### src/rtl/alarm_scheduler_if.sv
// Client-side bundle of the shared alarm timer: level requests and delays in,
// grant / status / beep / done back out.
interface alarm_scheduler_if #(
  parameter int N  = 4,
  parameter int DW = 4
);
  localparam int IW = (N > 1) ? $clog2(N) : 1;

  logic [N-1:0]    req;
  logic [N*DW-1:0] delay;
  logic [N-1:0]    grant;
  logic [IW-1:0]   active_id;
  logic            busy;
  logic            beep;
  logic [N-1:0]    done;

  modport master (
    output req, delay,
    input  grant, active_id, busy, beep, done
  );

  modport slave (
    input  req, delay,
    output grant, active_id, busy, beep, done
  );
endinterface

### src/rtl/alarm_scheduler.sv
// Round-robin shared alarm timer: grants one requester, counts its delay,
// beeps for BEEP_CYCLES, then pulses that requester's done.
module alarm_scheduler #(
  parameter int N           = 4,
  parameter int DW          = 4,
  parameter int BEEP_CYCLES = 2
) (
  input  logic            clock,
  input  logic            reset,
  alarm_scheduler_if.slave bus
);
  localparam int IW = (N > 1) ? $clog2(N) : 1;
  localparam int BW = (BEEP_CYCLES > 1) ? $clog2(BEEP_CYCLES) : 1;
  localparam logic [BW-1:0] BEAT_LAST = BW'(BEEP_CYCLES - 1);
  localparam logic [IW-1:0] ID_LAST   = IW'(N - 1);

  typedef enum logic [1:0] {S_IDLE, S_COUNT, S_BEEP, S_DONE} state_t;

  state_t        r_state;
  logic [N-1:0]  r_grant;
  logic [N-1:0]  r_done;
  logic [IW-1:0] r_active;
  logic [IW-1:0] r_ptr;
  logic          r_busy;
  logic          r_beep;
  logic [DW-1:0] r_cnt;
  logic [BW-1:0] r_beat;

  logic          w_any;
  logic [IW-1:0] w_sel;
  logic [IW-1:0] w_next_ptr;
  logic [DW-1:0] w_sel_delay;
  logic          w_req_act;
  logic          w_cancel;

  // Offsets are scanned from farthest to nearest so the request closest to
  // the pointer (upward, wrapping) is the one left standing.
  always_comb begin
    w_any = 1'b0;
    w_sel = '0;
    for (int i = N - 1; i >= 0; i--) begin
      for (int j = 0; j < N; j++) begin
        if (r_ptr == IW'(j) && bus.req[(j + i) % N]) begin
          w_any = 1'b1;
          w_sel = IW'((j + i) % N);
        end
      end
    end
  end

  always_comb begin
    w_sel_delay = '0;
    w_req_act   = 1'b0;
    for (int i = 0; i < N; i++) begin
      if (w_sel == IW'(i))
        w_sel_delay = bus.delay[i*DW +: DW];
      if (r_active == IW'(i))
        w_req_act = bus.req[i];
    end
  end

  assign w_next_ptr = (r_active == ID_LAST) ? '0 : r_active + IW'(1);
  assign w_cancel   = ((r_state == S_COUNT) || (r_state == S_BEEP)) && !w_req_act;

  always_ff @(posedge clock) begin
    if (reset) begin
      r_state  <= S_IDLE;
      r_grant  <= '0;
      r_done   <= '0;
      r_active <= '0;
      r_ptr    <= '0;
      r_busy   <= 1'b0;
      r_beep   <= 1'b0;
      r_cnt    <= '0;
      r_beat   <= '0;
    end else if (w_cancel) begin
      r_state  <= S_IDLE;
      r_grant  <= '0;
      r_active <= '0;
      r_busy   <= 1'b0;
      r_beep   <= 1'b0;
      r_cnt    <= '0;
      r_ptr    <= w_next_ptr;
    end else begin
      case (r_state)
        S_IDLE: begin
          r_done <= '0;
          if (w_any) begin
            r_grant  <= N'(1) << w_sel;
            r_active <= w_sel;
            r_busy   <= 1'b1;
            r_cnt    <= w_sel_delay;
            r_beat   <= '0;
            // A zero delay beeps in the very cycle the grant appears.
            if (w_sel_delay == '0) begin
              r_beep  <= 1'b1;
              r_state <= S_BEEP;
            end else begin
              r_state <= S_COUNT;
            end
          end
        end
        S_COUNT: begin
          if (r_cnt == DW'(1)) begin
            r_cnt   <= '0;
            r_beep  <= 1'b1;
            r_beat  <= '0;
            r_state <= S_BEEP;
          end else begin
            r_cnt <= r_cnt - DW'(1);
          end
        end
        S_BEEP: begin
          if (r_beat == BEAT_LAST) begin
            r_beep  <= 1'b0;
            r_done  <= r_grant;
            r_ptr   <= w_next_ptr;
            r_state <= S_DONE;
          end else begin
            r_beat <= r_beat + BW'(1);
          end
        end
        S_DONE: begin
          r_done   <= '0;
          r_grant  <= '0;
          r_active <= '0;
          r_busy   <= 1'b0;
          r_state  <= S_IDLE;
        end
        default: r_state <= S_IDLE;
      endcase
    end
  end

  assign bus.grant     = r_grant;
  assign bus.active_id = r_active;
  assign bus.busy      = r_busy;
  assign bus.beep      = r_beep;
  assign bus.done      = r_done;
endmodule

### src/flat_wrapper.sv
// flat-port wrapper written by rule: the top's interface ports become plain ports
module alarm_scheduler_flat 
#(
  parameter int N           = 4,
  parameter int DW          = 4,
  parameter int BEEP_CYCLES = 2
)
  (clock, reset, bus_req, bus_delay, bus_grant, bus_active_id, bus_busy, bus_beep, bus_done);
  alarm_scheduler_if #(.N(N), .DW(DW)) bus_i ();
  input  logic clock;
  input  logic reset;
  input wire logic [$bits(bus_i.req)-1:0] bus_req;
  input wire logic [$bits(bus_i.delay)-1:0] bus_delay;
  output wire logic [$bits(bus_i.grant)-1:0] bus_grant;
  output wire logic [$bits(bus_i.active_id)-1:0] bus_active_id;
  output wire logic [$bits(bus_i.busy)-1:0] bus_busy;
  output wire logic [$bits(bus_i.beep)-1:0] bus_beep;
  output wire logic [$bits(bus_i.done)-1:0] bus_done;
  assign bus_i.req = bus_req;
  assign bus_i.delay = bus_delay;
  assign bus_grant = bus_i.grant;
  assign bus_active_id = bus_i.active_id;
  assign bus_busy = bus_i.busy;
  assign bus_beep = bus_i.beep;
  assign bus_done = bus_i.done;
  alarm_scheduler #(.N(N), .DW(DW), .BEEP_CYCLES(BEEP_CYCLES)) u_core (.clock(clock), .reset(reset), .bus(bus_i));
endmodule
### config.mk
export PLATFORM = sky130hd
export DESIGN_NAME = alarm_scheduler_flat
export DESIGN_NICKNAME = d
export VERILOG_FILES = /design/src/rtl/alarm_scheduler_if.sv /design/src/rtl/alarm_scheduler.sv /design/src/flat_wrapper.sv
export SDC_FILE = /design/constraint.sdc
export NUM_CORES = 1
export LEC_CHECK = 0
export CAP_MARGIN = 20
export CORE_ASPECT_RATIO = 1.25
export CORE_UTILIZATION = 30
export CTS_BUF_LIST = sky130_fd_sc_hd__clkbuf_8
export DETAILED_ROUTE_END_ITERATION = 10
export PLACE_DENSITY = 0.54
export SLEW_MARGIN = 30
export SYNTH_ARGS = -nofsm -noshare
export SYNTH_HDL_FRONTEND = slang
export SYNTH_SLANG_ARGS = --single-unit
export TNS_END_PERCENT = 5
### constraint.sdc
create_clock -name clock -period 2.3 [get_ports clock]
set_input_delay 0.46 -clock clock [delete_from_list [all_inputs] [get_ports clock]]
set_output_delay 0.46 -clock clock [all_outputs]
set_load 0.02 [all_outputs]
==> out/qor.txt <==
RUN STATUS
-----------------------------------------------------------------------------------------
Status ..................................................................... finished clean

CRITICAL PATH
-----------------------------------------------------------------------------------------
Arrival time at the worst endpoint .........................................      2.33 ns
Critical path capture point type ...........................................    flip-flop
Largest stage delay on the critical path ...................................      0.42 ns
CP dominant cell by count .................................................. sky130_fd_sc_hd__buf_4
Launching element of the worst setup path ..................................   bus_req[3]
Source of the worst register-to-register timing path ....................... u_core.r_ptr[1]$_SDFFE_PP0P_
Largest fanout of any net on the critical path .............................            5
Critical Path Slowest Stage Cell ........................................... sky130_fd_sc_hd__o41ai_4
Crit path kind .............................................................    in -> reg
Cell Chain, Critical Path .................................................. dlygate4sd2_1 -> buf_4 -> a32o_1 -> o21ai_1 -> a31oi_1 -> buf_4 -> o41ai_4 -> a32oi_1 -> o22ai_1
Required time at the worst-slack endpoint ..................................      2.48 ns
Worst-case register-to-register setup slack ................................      0.16 ns
Launching element type of the critical path ................................ primary input

TIMING
-----------------------------------------------------------------------------------------
Tightest Pin Transition ....................................................     0.754 ns
Slack of the critical path .................................................     0.143 ns
Worst clock skew ...........................................................   0.00160 ns
Final setup vio count ......................................................            0
Maximum clock rate .........................................................    0.464 GHz
Number of hold-slack violations in the final timing report .................            0
Slew Viols, Final ..........................................................            0
Fin crit share .............................................................        93.8%
Relative slew slack ........................................................        49.6%
Hold WS ....................................................................     0.470 ns
Shortest clock period the worst path allows after layout ...................      2.16 ns

MIN PATH
-----------------------------------------------------------------------------------------
Worst min-delay path startpoint ............................................ u_core.bus.done[3]$_SDFFE_PP0P_
Hold/Removal Path Class ....................................................   reg -> reg

JOB
-----------------------------------------------------------------------------------------
Count of max-cap constraint violations .....................................            0

CLOCK TREE
-----------------------------------------------------------------------------------------
CTS max path bufs ..........................................................            2
Total clock buffers created by CTS .........................................            3
H-tree lvl count ...........................................................            1
Clock tree from TritonCTS ..................................................         done
Clock root buffer .......................................................... sky130_fd_sc_hd__clkbuf_8
Count of clock tree sinks ..................................................           21
CTS clk-pin slew, worst paths ..............................................      0.08 ns
Skew-Pair Late Insertion Delay .............................................      0.25 ns

DIE
-----------------------------------------------------------------------------------------
Core region area ...........................................................   4830 sq um
Number of placement rows ...................................................           28
Count of boundary I/O pins .................................................           34
DIE WIDTH ..................................................................      66.0 um
Die Y ......................................................................      82.0 um
Area of the die ............................................................   5410 sq um
Effective utilization at floorplan .........................................        31.8%

POWER AND IR DROP
-----------------------------------------------------------------------------------------
Share of power burned in combinational logic ...............................        66.8%
Total net switching power ..................................................      1.01 mW
Leak .......................................................................     0.934 nW
Clock share of power .......................................................         9.8%
PD cells ................................................................... 1060 nW/um^2
Fraction of power consumed by sequential logic .............................        23.4%
Switching portion of total power ...........................................        41.8%
Power Internal .............................................................      1.40 mW
Maximum vdd ir drop ........................................................     0.494 mV

ROUTE
-----------------------------------------------------------------------------------------
DRC violation total after the first TritonRoute iteration ..................           63
Routed WL per cell .........................................................      13.2 um
Number of vias per cell after detailed routing .............................         5.03
Number of vias after detailed routing ......................................         1579
Residual antenna-violating net count after detailed routing ................            0
Routed wire length .........................................................      4150 um
Count of unresolved DRC violations after routing ...........................            0
Detailed-router iteration count before antenna repair ......................            4

GLOBAL ROUTING
-----------------------------------------------------------------------------------------
Total global routing track utilization .....................................        16.4%
M1 GR Usage ................................................................        20.0%
Maximum number of pins on one net before global-route repair ...............           13
Via count of the first global-routing pass .................................         1532
Met2 track utilization from global routing .................................        29.6%
Global-route congestion overflow total .....................................            0
Number of antenna violations at the first check in global routing ..........            0
Grt peak-use layer .........................................................         met2
First-pass GRT wire length .................................................      6890 um
GR met3 Demand/Resource ....................................................        2.22%

LOGIC SYNTHESIS
-----------------------------------------------------------------------------------------
Proportion of register bits with asynchronous set or reset after synthesis .           0%
Cell area after synthesis ..................................................   1540 sq um
Number of flops mapped to enable cells by yosys ............................            0
Yosys reg bits .............................................................           21
Average instance area after synthesis ......................................   8.17 sq um
Proportion of synthesized chip area in sequential cells ....................        27.4%
Number of standard cells after synthesis ...................................          188
Synthesized net count ......................................................          220
Library cells used by synthesis ............................................           51
Yosys synthesis warning count ..............................................            0
Most used flip-flop cell after synthesis ................................... sky130_fd_sc_hd__dfxtp_1

FINAL LAYOUT
-----------------------------------------------------------------------------------------
Antenna diode count ........................................................            0
Growth of design area from synthesis to finish .............................        47.9%
Most frequent standard cell in the layout excluding fill and tap cells ..... sky130_fd_sc_hd__buf_4
Proportion of layout cells with a drive suffix above 1 .....................        27.2%
Nets .......................................................................          287
Most used cells in the layout excluding fill and tap cells ................. sky130_fd_sc_hd__buf_4, sky130_fd_sc_hd__clkdlybuf4s50_1, sky130_fd_sc_hd__nor2_1, sky130_fd_sc_hd__dfxtp_1, sky130_fd_sc_hd__a21oi_1

PLACED DESIGN
-----------------------------------------------------------------------------------------
Number of port buffers .....................................................           33
Weighted congestion at the end of routability-driven global placement ......        0.851
HPWL after detailed placement ..............................................      3190 um
Worst setup timing slack at the placement stage ............................    -0.396 ns

[cells in the mapped netlist, drive strengths merged (6+ instances only)]
| master | count | area share (%) |
|---|---|---|
| nor2b | 6 | 2.9 |
| ha | 10 | 8.1 |
| nor3 | 7 | 2.6 |
| dfxtp | 21 | 27 |
| nand2 | 11 | 2.9 |
| nand3 | 7 | 2.3 |
| a21oi | 19 | 6.2 |
| nor2 | 22 | 5.4 |
| inv | 11 | 2.7 |
| o21ai | 11 | 3.8 |
| clkbuf | 6 | 1.5 |
[registers in the layout, indices dropped and copies added, names as in the netlist]
register,cells
u_core.r_state,2
u_core.bus.busy,1
u_core.bus.done,4
u_core.bus.beep,1
u_core.r_ptr,2
u_core.r_beat,1
u_core.r_cnt,4
u_core.bus.grant,4
u_core.bus.active_id,2
[what timing repair did]
| item | in CTS | in global routing |
|---|---|---|
| setup buffers | 2 | 0 |
| pin swaps | 5 | 5 |
| endpoints found under the hold margin | 0 | 0 |
| hold buffers | 0 | 0 |
| setup endpoints to repair | 5 | 1 |
| resized for setup | 11 | 7 |
[power groups by stage]
stage	Clock [mW]	Combinational (mW)	Sequential (mW)
floorplan	0	0.867	0.601
global placement	0	1.55	0.567
detailed placement	0	1.55	0.567
CTS	0.250	1.60	0.559
global route	0.262	1.78	0.578
finish	0.237	1.61	0.562
[routing by layer]
layer	part of all wire, %	up-vias
met2	49	33
met3	4.5	6
met1	45	726
met5	0	-
met4	1.4	0
li1	-	814
[cells by family (layout without fill, tap and decap cells)]
group / Yosys count / after routing / share of synthesized area (%)
AOI/OAI and AO/OA: 59 / 59 / 29.2
adders and majority gates: 10 / 10 / 8.14
buffers and inverters: 19 / 85 / 5.46
DFF: 21 / 21 / 27.4
muxes: 8 / 8 / 5.54
and+or+nand+nor: 71 / 71 / 24.3
[worst max-delay path, delay by kind of cell]
kind,cells,cell delay (ns)
compound gates,6,1.28
buf+inv,3,0.59
[metrics by stage]
stage / setup TNS, ns / power [mW] / area, sq um / cells / util (%)
2_1_floorplan: 0 / 1.47 / 1540 / 188 / -
3_3_place_gp: -3.78 / 2.11 / 2170 / 308 / 45.0
3_5_place_dp: -3.81 / 2.12 / 2170 / 308 / 45.0
4_1_cts: 0 / 2.41 / 2260 / 314 / 46.7
5_1_grt: -0.00886 / 2.62 / 2270 / 314 / 47.0
6_report: 0 / 2.40 / 2270 / 314 / 47.0
[final cells by class]
| cell class | instances | area [sq um] |
|---|---|---|
| Fill cell | 519 | 2560 |
| Inverter | 11 | 41.3 |
| Tap cell | 60 | 75.1 |
| Sequential cell | 21 | 422 |
| Timing Repair Buffer | 70 | 613 |
| Clock inverter | 1 | 5.00 |
| Clock buffer | 3 | 41.3 |
| Multi-Input combinational cell | 148 | 1070 |
[path summary, 6_finish.rpt]
kind / to / depth (start not counted)
max: u_core.r_state[1]$_SDFFE_PP0P_ / 9
min: u_core.bus.done[3]$_SDFFE_PP0P_ / 2
max reg2reg: u_core.r_state[1]$_SDFFE_PP0P_ / 8
min reg2reg: u_core.bus.done[3]$_SDFFE_PP0P_ / 2
No activity file was read; power rests on OpenSTA's default activity.
==> patch 1: new RTL, same settings <==
`DW` is set to 4 in 3 places; all go to 3.
--- a/src/rtl/alarm_scheduler_if.sv
+++ b/src/rtl/alarm_scheduler_if.sv
@@ -3,5 +3,5 @@
 interface alarm_scheduler_if #(
   parameter int N  = 4,
-  parameter int DW = 4
+  parameter int DW = 3
 );
   localparam int IW = (N > 1) ? $clog2(N) : 1;
--- a/src/rtl/alarm_scheduler.sv
+++ b/src/rtl/alarm_scheduler.sv
@@ -3,5 +3,5 @@
 module alarm_scheduler #(
   parameter int N           = 4,
-  parameter int DW          = 4,
+  parameter int DW          = 3,
   parameter int BEEP_CYCLES = 2
 ) (
--- a/src/flat_wrapper.sv
+++ b/src/flat_wrapper.sv
@@ -3,5 +3,5 @@
 #(
   parameter int N           = 4,
-  parameter int DW          = 4,
+  parameter int DW          = 3,
   parameter int BEEP_CYCLES = 2
 )
Ports: changed (resized bus_delay); port bits go from 34 to 30. The function was not compared with the original's and may differ.
==> patch 1 against the original RTL <==
- routed wire length down 15%
- sequential power down 3%
- register-to-register slack lost 0.04 ns
- total power is 9.4% lower
- setup slack worse by 0.088 ns
- clock skew grew 0.0015 ns
- combinational power decreased by 16%
- cell area decreased by 16%
- sequential cell count is 1 lower
- synthesized area is 14% lower
- global-route usage decreased by 0.13 points
- critical path type unchanged
- critical endpoint is now u_core.bus.beep
- largest cell class unchanged
==> patch 1: results (changes against the original RTL) <==
Setup path
  • R2r worst-path depth: 7 (-1)
  • CP max-delay cell: or3_4
  • CP peak stage delay: 0.40 ns (-0.02 ns)
  • Reg2reg end: u_core.bus.beep
  • Crit Reg-Reg Startpoint: u_core.r_ptr[1]
  • FF-to-FF setup slack: 0.12 ns (-0.04 ns)
  • Arrival time at the worst endpoint: 2.39 ns (+0.06 ns)
  • Worst Setup SP: bus_req[2]
  • Crit Path Max Fanout: 4 (-1)
  • Critical path's top delay family: simple AND/OR/NAND/NOR gates

Timing
  • Rel. slew slack: 58.7% (+9.1 points)
  • Clock skew: 0.00314 ns (+0.00154 ns)
  • WHS: 0.477 ns (+0.00705 ns)

Cells and area
  • Fin nets: 242 (-16%)
  • Filler cells: 430 (-17%)
  • Ratio of cells with drive above 1 in the final layout: 21.1% (-6.0 points)

Routing
  • WL/cell: 13.1 um (-0.73%)
  • 1st-iter DRT viols: 50 (-21%)
  • Post-Route WL: 3.53 mm (-15%)
  • Via count: 1337 (-15%)

Pwr
  • Leakage: 0.000782 uW (-16%)
  • VDD IR max: 0.699 mV (+41%)

Clock tree
  • Clk buf depth: 2 (unchanged)
  • Root Driver: clkbuf_8
  • Postcts setup bufs: 0 (-2)
  • # H-tree levels: 1 (unchanged)

Synth
  • Syn_area_per_cell: 7.85 um^2 (-4.0%)
  • Seq/Total Area, Yosys: 30.4% (+3.0 points)
  • Primary FF master, synth: dfxtp_1
  • Synth area leaders: dfxtp_1 (30%), ha_1 (9.5%), nor2_1 (7.1%)
  • Syn Nets: 196 (-11%)
  • Top cells by count, synth: nor2_1 (25), dfxtp_1 (20), a21oi_1 (13)
  • Synth unique cells: 37 (-27%)

Placement
  • Hpwl dp: 2.69 mm (-16%)
  • Placer Congestion: 0.859 (+0.92%)
  • IO buf count: 29 (-12%)
  • Placed Instances: 265 (-14%)
  • Cell area after placement: 1790 um^2 (-18%)

Global routing
  • First-pass GRT wire length: 5.82 mm (-16%)
  • Largest net degree at the start of global routing: 15 (+2)
  • GRT Util Overall: 16.2% (-0.13 points)

Min path
  • Hold Path Origin: u_core.bus.grant[1]
  • Hold Path End: u_core.bus.grant[1]

Run status
  • Status: finished, final reports clean
==> patch 1: power by group <==
group | total, uW | leakage, uW | internal (uW) | switching, uW
registers | 546 | 0.000164 | 453 | 93.3
clock network | 272 | 0.0000288 | 152 | 120
logic | 1360 | 0.000590 | 648 | 712
==> patch 1: cell type report <==
class | instances | area (um^2) | area share (%)
inverters | 12 | 45.0 | 2.35
multi-input cells | 129 | 918 | 47.9
clock buffers | 4 | 55.1 | 2.87
well taps | 56 | 70.1 | 3.66
flip-flops and latches | 20 | 402 | 21.0
repair buffers | 48 | 425 | 22.2
==> patch 1: routing by layer <==
metal  vias to the layer above  share of wire, %  global-route usage, %
met4                         0               3.0                   9.32
met3                         8               2.5                   2.38
met2                        30                49                   26.1
li1                        681                 -                      -
met5                         -                 0                      0
met1                       618                46                   19.8
==> patch 1: worst max path at each step <==
| stage | end | slack, ns | cells after the start |
|---|---|---|---|
| after floorplan | u_core.bus.beep | 0.05 | 8 |
| after global placement | u_core.r_state[0] | -0.49 | 8 |
| after detailed placement | u_core.r_state[0] | -0.55 | 8 |
| after CTS | u_core.bus.beep | 0.01 | 9 |
| after global routing | u_core.bus.beep | -0.04 | 8 |
| final | u_core.bus.beep | 0.05 | 8 |
==> patch 1: metrics by stage <==
step | power [uW] | util [%] | setup TNS [ns] | setup slack, ns
after floorplan | 1390 | - | 0 | 0.0541
after global placement | 1830 | 43.0 | -2.21 | -0.493
after detailed placement | 1860 | 43.0 | -2.97 | -0.551
after CTS | 2150 | 44.5 | 0 | 0.0139
after global routing | 2370 | 46.0 | -0.0386 | -0.0386
final | 2180 | 46.0 | 0 | 0.0547
==> patch 1: kinds of logic after synthesis <==
family | after synthesis | synth area share (%)
flops | 20 | 30.4
simple gates | 70 | 26.9
compound gates | 41 | 21.3
mux | 8 | 6.17
fa+ha+maj | 10 | 9.49
buf+inv | 19 | 5.79
==> patch 1: timing repair <==
| item | CTS | global route |
|---|---|---|
| resized for setup | 7 | 17 |
| endpoints found under the setup margin | 5 | 4 |
| hold buffers | 0 | 0 |
| cloned | 0 | 0 |
| pin swaps | 2 | 3 |
==> patch 1: worst register-to-register path: stages (launching register included) <==
cell      delay (ns)
dfxtp_2         0.43
nand2_1         0.12
a211o_1         0.35
nand3_1         0.11
a41oi_2         0.13
or3_4           0.40
a211oi_2        0.19
mux2_1          0.34
==> patch 2: new RTL, same flow settings <==
Made on the original files. Encoding of `state_t`: now one-hot (4 bits for 4 states).
--- a/src/rtl/alarm_scheduler.sv
+++ b/src/rtl/alarm_scheduler.sv
@@ -15,5 +15,5 @@
   localparam logic [IW-1:0] ID_LAST   = IW'(N - 1);
 
-  typedef enum logic [1:0] {S_IDLE, S_COUNT, S_BEEP, S_DONE} state_t;
+  typedef enum logic [3:0] {S_IDLE = 4'b0001, S_COUNT = 4'b0010, S_BEEP = 4'b0100, S_DONE = 4'b1000} state_t;
 
   state_t        r_state;
Formal check against the unedited RTL: no difference found for any inputs over 10 cycles, from zero or initial values and one cycle with reset high; not proved beyond that.
==> patch 2 against the original RTL <==
- routed wire length shrank 3.0%
- global-route usage is 0.50 points lower
- synthesized area fell by 0.73%
- total power down 21%
- setup slack got worse by 0.014 ns
- sequential cell count is 2 higher
- critical endpoint is now u_core.r_cnt[1]
- largest cell class unchanged
- hold slack got worse by 0.012 ns
- cell area fell by 7.7%
- fmax fell by 0.66%
==> patch 2: results (changes against the original RTL) <==
Cells and area
  • Multi-In Gates: 159 (+7.4%)
  • NonClk Buf Share: 23.6% (-3.4 points)
  • Non-CTS inverters: 6 (-5)
  • Ratio of cells with drive above 1 in the final layout: 15.9% (-11 points)
  • Sequential share of cell area: 21.9% (+3.4 points)
  • Clock tree cell share of total cell area: 2.21% (+0.17 points)
  • Buffers excl. clock: 54 (-23%)
  • Filler cells: 478 (-7.9%)
  • Fraction of area in multi-input gates: 47.6% (+0.28 points)

Synth
  • Synth unique cells: 48 (-5.9%)
  • Syn Nets: 226 (+2.7%)
  • Top cells by count, synth: dfxtp_1 (23), a21oi_1 (22), nor2_1 (21)
  • Synth area leaders: dfxtp_1 (30%), a21oi_1 (7.2%), nor2_1 (5.2%)
  • Mux contribution to synthesized area: 1.97% (-3.6 points)
  • Post-Synth Adder-Cell Area: 4.92% (-3.2 points)
  • Synthesis-stage register bit count: 23 (+9.5%)
  • Compound-Gate Fraction of Synth Area: 28.1% (-1.1 points)

Routing
  • DR WL met3: 272 um (+45%)
  • Met2 wire length: 1.89 mm (-7.9%)
  • Via count: 1576 (-0.19%)
  • Metal-1 WL: 1.81 mm (-2.8%)

Pwr
  • Pint: 1110 uW (-21%)
  • Seq. pwr: 606 uW (+7.8%)
  • Comb group: 1040 uW (-35%)
  • Switching pwr: 796 uW (-21%)
  • VDD IR max: 0.435 mV (-12%)

Global routing
  • Largest net degree at the start of global routing: 14 (+1)
  • Grt met2 use: 26.9% (-2.7 points)
  • GRT Util Overall: 15.9% (-0.50 points)
  • Number of global-route vias before repair: 1415 (-7.6%)
  • First-pass GRT wire length: 6.61 mm (-4.0%)
  • Grt met1 use: 20.1% (about the same)
  • Met3 usage: 2.36% (+0.14 points)

Clock tree
  • Worst skew pair latency: 0.27 ns (+0.02 ns)
  • Postcts setup bufs: 0 (-2)
  • Post-CTS Resized: 0 (-11)

Placement
  • Cell area after placement: 2030 um^2 (-6.7%)

Run status
  • Status: finished, final reports clean

Timing
  • Worst Tran Pin Value: 0.705 ns (-0.0498 ns)

Setup path
  • Critical path's top delay family: simple AND/OR/NAND/NOR gates
  • Arrival time at the worst endpoint: 2.38 ns (+0.05 ns)
  • CP peak stage delay: 0.60 ns (+0.18 ns)
  • Crit Path Max Fanout: 6 (+1)
[patch 2: cell count changes in the layout (fill, tap and decap cells not counted), sizes merged, moves of 4 or more]
cell	unedited run	this run
a21oi	19	23
mux2	4	0
nand2b	4	9
inv	11	6
ha	10	6
nand2	11	21
buf	37	21
nand3	7	11
[patch 2: worst paths after layout]
path / startpoint / endpoint / slack, ns / depth (start not counted)
max reg2reg: u_core.r_ptr[1] / u_core.bus.beep / 0.24 / 7
max: bus_req[3] / u_core.r_cnt[1] / 0.13 / 9
min: u_core.bus.done[3] / u_core.bus.done[3] / 0.46 / 2
min reg2reg: u_core.bus.done[3] / u_core.bus.done[3] / 0.46 / 2
[patch 2: through the flow]
step	std cells	utilization, %	setup WS (ns)
5_1_grt	306	43.7	0.000328
4_1_cts	306	43.2	0.0234
3_3_place_gp	302	42.3	-0.233
2_1_floorplan	198	-	0.202
3_5_place_dp	302	42.3	-0.271
6_report	306	43.7	0.128
